$ cat src/rtl/cla_pkg.sv
`default_nettype none
// ============================================================================
//  Module      : cla_pkg
//  Description : Shared definitions for the carry-lookahead accumulator.
//                Holds the FSM state encoding and the lookahead group width.
//  Contents    : cla_state_t   - 2-bit FSM state type
//                c_st_idle     - waiting for an operand (in_ready high)
//                c_st_add      - one-cycle add/subtract/clear
//                c_st_hold     - result presented (out_valid high)
//                CLA_GRP       - bits per carry-lookahead group (4)
//  Revision    : 1.0  initial release
// ============================================================================
package cla_pkg;

  // Bits per carry-lookahead group; the datapath is tiled in groups of this size.
  localparam int CLA_GRP = 4;

  // FSM state encoding.
  typedef logic [1:0] cla_state_t;

  localparam cla_state_t c_st_idle = 2'd0;
  localparam cla_state_t c_st_add  = 2'd1;
  localparam cla_state_t c_st_hold = 2'd2;

endpackage : cla_pkg
`default_nettype wire

$ cat src/rtl/cla4_carry.sv
`default_nettype none
// ============================================================================
//  Module      : cla4_carry
//  Description : Purely combinational 4-bit carry-lookahead unit. Produces
//                all four group carries directly from the per-bit
//                generate/propagate terms and the group carry-in, so no
//                carry ripples inside the group.
//  Ports       : i_g[3:0]  - per-bit generate  (a & b)
//                i_p[3:0]  - per-bit propagate (a ^ b)
//                i_ci      - carry into bit 0 of the group
//                o_c1..o_c4- carries into bits 1..3 and out of bit 3
//  Revision    : 1.0  initial release
// ============================================================================
import cla_pkg::*;

module cla4_carry (
  input  logic [CLA_GRP-1:0] i_g,
  input  logic [CLA_GRP-1:0] i_p,
  input  logic               i_ci,
  output logic               o_c1,
  output logic               o_c2,
  output logic               o_c3,
  output logic               o_c4
);

  // Each carry is the OR of "generated at bit k and propagated through every
  // bit above k" terms, plus the carry-in propagated through all lower bits.
  assign o_c1 = i_g[0]
              | (i_p[0] & i_ci);

  assign o_c2 = i_g[1]
              | (i_p[1] & i_g[0])
              | (i_p[1] & i_p[0] & i_ci);

  assign o_c3 = i_g[2]
              | (i_p[2] & i_g[1])
              | (i_p[2] & i_p[1] & i_g[0])
              | (i_p[2] & i_p[1] & i_p[0] & i_ci);

  assign o_c4 = i_g[3]
              | (i_p[3] & i_g[2])
              | (i_p[3] & i_p[2] & i_g[1])
              | (i_p[3] & i_p[2] & i_p[1] & i_g[0])
              | (i_p[3] & i_p[2] & i_p[1] & i_p[0] & i_ci);

endmodule : cla4_carry
`default_nettype wire

$ cat src/rtl/cla_accum.sv
`default_nettype none
// ============================================================================
//  Module      : cla_accum
//  Description : Handshaked add/subtract accumulator built on 4-bit
//                carry-lookahead groups with ripple between groups.
//                One operation every three cycles: IDLE (accept) -> ADD
//                (update accumulator) -> HOLD (present result until taken).
//  Parameters  : WIDTH     - accumulator width, a multiple of 4 (default 8)
//  Ports       : clk       - clock, rising edge
//                rst_n     - synchronous active-low reset
//                in_valid  - operand offered
//                in_ready  - operand can be accepted (IDLE only)
//                in_op     - 0 = add, 1 = subtract
//                in_clr    - clear accumulator, in_data ignored
//                in_data   - operand
//                out_valid - result available (HOLD)
//                out_ready - consumer takes result
//                out_sum   - accumulator value
//                out_c     - MSB carry-out (subtract: 1 = no borrow)
//                out_v     - signed overflow
//  Macros      : CLA_SAT_EN - when defined, signed overflow saturates the
//                accumulator instead of wrapping.
//  Revision    : 1.0  initial release
// ============================================================================
import cla_pkg::*;

module cla_accum #(
  parameter int WIDTH = 8
) (
  input  logic             clk,
  input  logic             rst_n,
  input  logic             in_valid,
  output logic             in_ready,
  input  logic             in_op,
  input  logic             in_clr,
  input  logic [WIDTH-1:0] in_data,
  output logic             out_valid,
  input  logic             out_ready,
  output logic [WIDTH-1:0] out_sum,
  output logic             out_c,
  output logic             out_v
);

  localparam int c_ngrp = WIDTH / CLA_GRP;

  // --------------------------------------------------------------------------
  // State
  // --------------------------------------------------------------------------
  cla_state_t       r_state;
  logic [WIDTH-1:0] r_acc;
  logic [WIDTH-1:0] r_opnd;
  logic             r_op;
  logic             r_clr;
  logic             r_c;
  logic             r_v;

  // --------------------------------------------------------------------------
  // Datapath: acc + b + cin, where subtract uses b = ~operand and cin = 1
  // --------------------------------------------------------------------------
  logic [WIDTH-1:0] w_b;
  logic [WIDTH-1:0] w_g;
  logic [WIDTH-1:0] w_p;
  logic [WIDTH:0]   w_carry;
  logic [WIDTH-1:0] w_sum;
  logic             w_cout;
  logic             w_ovf;
  logic [WIDTH-1:0] w_load;

  assign w_b        = r_op ? ~r_opnd : r_opnd;
  assign w_g        = r_acc & w_b;
  assign w_p        = r_acc ^ w_b;
  assign w_carry[0] = r_op;

  // Each group resolves its four carries in parallel; the group carry-out
  // ripples into the next group's carry-in.
  generate
    for (genvar gi = 0; gi < c_ngrp; gi++) begin : g_grp
      cla4_carry u_cla4_carry (
        .i_g  (w_g[gi*CLA_GRP +: CLA_GRP]),
        .i_p  (w_p[gi*CLA_GRP +: CLA_GRP]),
        .i_ci (w_carry[gi*CLA_GRP]),
        .o_c1 (w_carry[gi*CLA_GRP + 1]),
        .o_c2 (w_carry[gi*CLA_GRP + 2]),
        .o_c3 (w_carry[gi*CLA_GRP + 3]),
        .o_c4 (w_carry[gi*CLA_GRP + 4])
      );
    end
  endgenerate

  assign w_sum  = w_p ^ w_carry[WIDTH-1:0];
  assign w_cout = w_carry[WIDTH];
  // Signed overflow: carry into the MSB differs from carry out of it.
  assign w_ovf  = w_carry[WIDTH] ^ w_carry[WIDTH-1];

`ifdef CLA_SAT_EN
  // On overflow the effective operands shared a sign. A clear MSB carry-out
  // means both were non-negative (positive overflow), a set one means both
  // were negative (negative overflow).
  assign w_load = !w_ovf ? w_sum
                : (w_cout ? {1'b1, {(WIDTH-1){1'b0}}}
                          : {1'b0, {(WIDTH-1){1'b1}}});
`else
  assign w_load = w_sum;
`endif

  // --------------------------------------------------------------------------
  // Control FSM and registers
  // --------------------------------------------------------------------------
  always_ff @(posedge clk) begin
    if (!rst_n) begin
      r_state <= c_st_idle;
      r_acc   <= '0;
      r_opnd  <= '0;
      r_op    <= 1'b0;
      r_clr   <= 1'b0;
      r_c     <= 1'b0;
      r_v     <= 1'b0;
    end else begin
      case (r_state)
        c_st_idle: begin
          if (in_valid) begin
            r_opnd  <= in_data;
            r_op    <= in_op;
            r_clr   <= in_clr;
            r_state <= c_st_add;
          end
        end

        c_st_add: begin
          if (r_clr) begin
            r_acc <= '0;
            r_c   <= 1'b0;
            r_v   <= 1'b0;
          end else begin
            r_acc <= w_load;
            r_c   <= w_cout;
            r_v   <= w_ovf;
          end
          r_state <= c_st_hold;
        end

        // Entered only from ADD, so HOLD always lasts at least one cycle.
        c_st_hold: begin
          if (out_ready) begin
            r_state <= c_st_idle;
          end
        end

        default: begin
          r_state <= c_st_idle;
        end
      endcase
    end
  end

  assign in_ready  = (r_state == c_st_idle);
  assign out_valid = (r_state == c_st_hold);
  assign out_sum   = r_acc;
  assign out_c     = r_c;
  assign out_v     = r_v;

endmodule : cla_accum
`default_nettype wire

$ cat config.mk
export PLATFORM = sky130hd
export DESIGN_NAME = cla_accum
export DESIGN_NICKNAME = d
export VERILOG_FILES = /design/src/rtl/cla_pkg.sv /design/src/rtl/cla4_carry.sv /design/src/rtl/cla_accum.sv
export SDC_FILE = /design/constraint.sdc
export NUM_CORES = 1
export LEC_CHECK = 0
export ABC_AREA = 1
export BUFFER_PORTS_ARGS = -buffer_cell sky130_fd_sc_hd__buf_4
export CAP_MARGIN = 20
export CORE_UTILIZATION = 54
export DETAILED_ROUTE_END_ITERATION = 16
export MAX_ROUTING_LAYER = met4
export PLACE_DENSITY_LB_ADDON = 0.25
export SLEW_MARGIN = 30
export SYNTH_ARGS = -nofsm -noshare
export SYNTH_HDL_FRONTEND = slang
export SYNTH_SLANG_ARGS = --single-unit
$ cat constraint.sdc
create_clock -name clk -period 2.7 [get_ports clk]
set_input_delay 0 -clock clk [delete_from_list [all_inputs] [get_ports clk]]
set_output_delay 0 -clock clk [all_outputs]
set_load 0.02 [all_outputs]
==> flow_summary_export.csv <==
group,metric,value,unit
setup_path,worstPathArrival,2460,ps
yosys,syn_nets,200,
sta,post-route-min-period,2270,ps
setup_path,crit_end,"out_sum[5]",
pwr,combPwrFrac,31.7,%
sta,worst_pin_slew,508,ps
setup_path,critPathBufInv,0,
pwr,power,814,uW
yosys,synth_seq_area_share,33.4,%
sta,tns,0,ps
job,maxCapViolCount,0,
setup_path,slowest_stage,"dfxtp_1",
setup_path,timing.rr.start,"r_op",
floorplanning,row_count,17,
setup_path,crit_cells,10,
setup_path,reg2reg_depth,10,
clock_network,clk_latency,310,ps
pwr,p_int,549,uW
yosys,syn_avg_cell_area,7.44,sq um
final_layout,antenna_cells,0,
final_layout,area_growth,33.3,%
setup_path,critPathRequiredTime,2900,ps
routing,routed_wl,3.15,mm
routing,viasPerCell,5.21,
sta,fmax,441,MHz
sta,hold_viol_final,0,
routing,postRouteAntennaNets,0,
setup_path,end_kind,"register",
floorplanning,dieArea,2640,sq um
place,port_buffers,25,
yosys,yosys.cell_types.count,30,
floorplanning,die_y,51.4,microns
floorplanning,dieWidth,51.4,microns
pwr,power.switching,266,uW
sta,setup_viol,0,
setup_path,crit_fanout,12,
clock_network,cts_sinks,22,
yosys,ys_ff_latch,22,
global_routing,antenna_found_initial,0,
setup_path,regToRegSetupSlack,430,ps
sta,relSlewSlack,66.1,%
sta,finClkSkew,6.50,ps
yosys,syn_area,1320,sq um
setup_path,startpoint,"r_op",
clock_network,cts_tree,"yes",
global_routing,grt_start_max_net_pins,13,
final_layout,nFillCells,158,
final_layout,final_layout_size_suffix_gt1_share,23.1,%
setup_path,cp-start-kind,"register",
final_layout,fin_cells,249,
status,outcome,"finished clean",
routing,vias,1297,
place,hpwl,1.99,mm
worst_hold_path,worstHoldPathType,"in2reg",
floorplanning,start_util,58.4,%
yosys,netlist_instances,177,
floorplanning,core_region_area,2250,sq um
routing,dr.first_iter.drc_count,14,
clock_network,cts_buffers,3,
clock_network,root_buffer,"clkbuf_4",
routing,routedWlPerCell,12.6,microns
setup_path,slowest_delay,660,ps
sta,finalCritPeriodShare,83.9,%
clock_network,clk_path_buf_depth,2,
sta,grt_setup_unrepaired,"no",
setup_path,cp_top_family,"flip-flops",
global_routing,grt_pass1_wl,5.34,mm
pwr,switching_share,32.6,%
sta,layout_setup_ws,434,ps
pwr,power_density,464,nW/um^2
sta,slew_viol_final,0,
yosys,ys_warn_count,0,
pwr,power_frac_seq,45.7,%
global_routing,grt_overflow,0,
place,place.gp.congestion,0.827,
setup_path,cp_cell_sequence,"xor2_1, ha_1, nand2_1, nor2_2, nor2_4, nand2_4, fa_1, xor2_1, nand2_1, a21oi_1",
global_routing,grt_pass1_vias,1263,
clock_network,cts_setup_buffers,0,
floorplanning,io_pins,26,
place,placed_cells,224,
routing,drcViolationCount,0,
setup_path,reg2reg_to,"out_sum[5]",
pwr,peakVddDrop,0.000341,V
routing,drtPass1Iterations,4,
pwr,p_leak,0.000848,uW
place,dpl_worst_slack,450,ps
clock_network,clkTransAtPathRegs,130,ps
global_routing,grt_usage,28.0,%
pwr,clkPwrFrac,22.7,%
clock_network,htreeDepth,1,
setup_path,critical_path_class,"reg2reg",
final_layout,layout.nets,245,
[cells in the mapped netlist]
| cell | number | area, sq um |
|---|---|---|
| xor2_1 | 9 | 78.8 |
| dfxtp_1 | 22 | 440 |
| or2_2 | 2 | 12.5 |
| ha_1 | 8 | 100 |
| clkbuf_1 | 2 | 7.51 |
| nand3b_2 | 2 | 22.5 |
| inv_1 | 13 | 48.8 |
| mux2_2 | 1 | 11.3 |
| fa_1 | 1 | 20.0 |
| inv_2 | 1 | 3.75 |
| nor2_8 | 1 | 20.0 |
| a21boi_1 | 1 | 7.51 |
| nor2_4 | 1 | 11.3 |
| a21oi_1 | 12 | 60.1 |
| nand2_2 | 5 | 31.3 |
| nand2_4 | 1 | 11.3 |
| buf_2 | 2 | 10.0 |
| clkinv_1 | 2 | 7.51 |
| nor3_1 | 1 | 5.00 |
| o21ai_1 | 1 | 5.00 |
| clkbuf_2 | 1 | 5.00 |
| nand3_1 | 7 | 35.0 |
| nand2_1 | 37 | 139 |
| nor2_1 | 24 | 90.1 |
| o21ai_0 | 10 | 50.1 |
| nand3_2 | 3 | 30.0 |
| a21oi_2 | 3 | 26.3 |
| nor2_2 | 2 | 12.5 |
| buf_4 | 1 | 7.51 |
| nand3b_1 | 1 | 7.51 |
[worst min path at each step]
stage / from / endpoint / slack (ps) / depth (start not counted)
final: in_valid / r_state[0] / 150 / 3
after global routing: in_valid / r_state[0] / 180 / 3
after CTS: rst_n / r_opnd[4] / 1 / 3
after detailed placement: in_data[3] / r_opnd[3] / 260 / 3
after global placement: in_data[2] / r_opnd[2] / 250 / 3
after floorplan: rst_n / out_sum[7] / 160 / 2
[kinds of logic after synthesis]
group | share of synthesized area, %
AO/OA/AOI/OAI | 11.3
XOR/XNOR | 5.98
buffers and inverters | 6.84
adder cells (fa/ha/maj) | 9.12
multiplexers | 0.855
AND/OR/NAND/NOR | 32.5
flip-flops | 33.4
[per-layer routing]
layer | track usage, % | vias up | routed length (microns)
li1 | - | 651 | -
met1 | 29.2 | 589 | 1270
met2 | 48.9 | 43 | 1570
met3 | 4.46 | 14 | 149
met4 | 17.1 | 0 | 154
met5 | - | - | 0
[timing repair]
item | CTS | global route
resized for setup | 0 | 0
hold endpoints to repair | 11 | 1
hold buffers | 20 | 1
[worst min-delay path, cell delays in order]
cell and delay, ps:
buf_4 80, nand2_1 190, nor2_1 150
[registers in the layout, summed over array words and instances (netlist names)]
name	count
out_v	1
r_clr	1
out_sum	8
r_op	1
out_c	1
r_state	2
r_opnd	8
[area by class of cell]
class / count / area [sq um] / share of cell area [%]
multi-input cells: 133 / 787 / 44.8
flip-flops and latches: 22 / 440 / 25.1
repair buffers: 46 / 398 / 22.6
inverters: 16 / 60.1 / 3.42
clock buffers: 4 / 36.3 / 2.07
well taps: 28 / 35.0 / 1.99
[cell usage in the layout (no fill, tap or decap), types with 5 or more instances in the layout]
cell type	n
a21oi_1	12
buf_4	25
dfxtp_1	22
dlygate4sd3_1	21
ha_1	8
inv_1	13
nand2_1	37
nand2_2	5
nand3_1	7
nor2_1	24
o21ai_0	10
xor2_1	9
[power by group through the flow]
stage,combinational [uW],clock (uW),sequential (uW)
after CTS,249,185,372
after global routing,286,206,376
after detailed placement,223,0,379
after floorplan,164,0,380
after global placement,212,0,378
final,258,184,372
[through the flow]
stage | hold WS [ps] | cell area, sq um | util [%]
after floorplan | 155 | 1320 | -
after global placement | 251 | 1510 | 67.0
after detailed placement | 264 | 1510 | 67.0
after CTS | 1.45 | 1750 | 77.5
after global routing | 181 | 1760 | 77.9
final | 148 | 1760 | 77.9
Note: power is estimated with default switching activity, not from simulation.
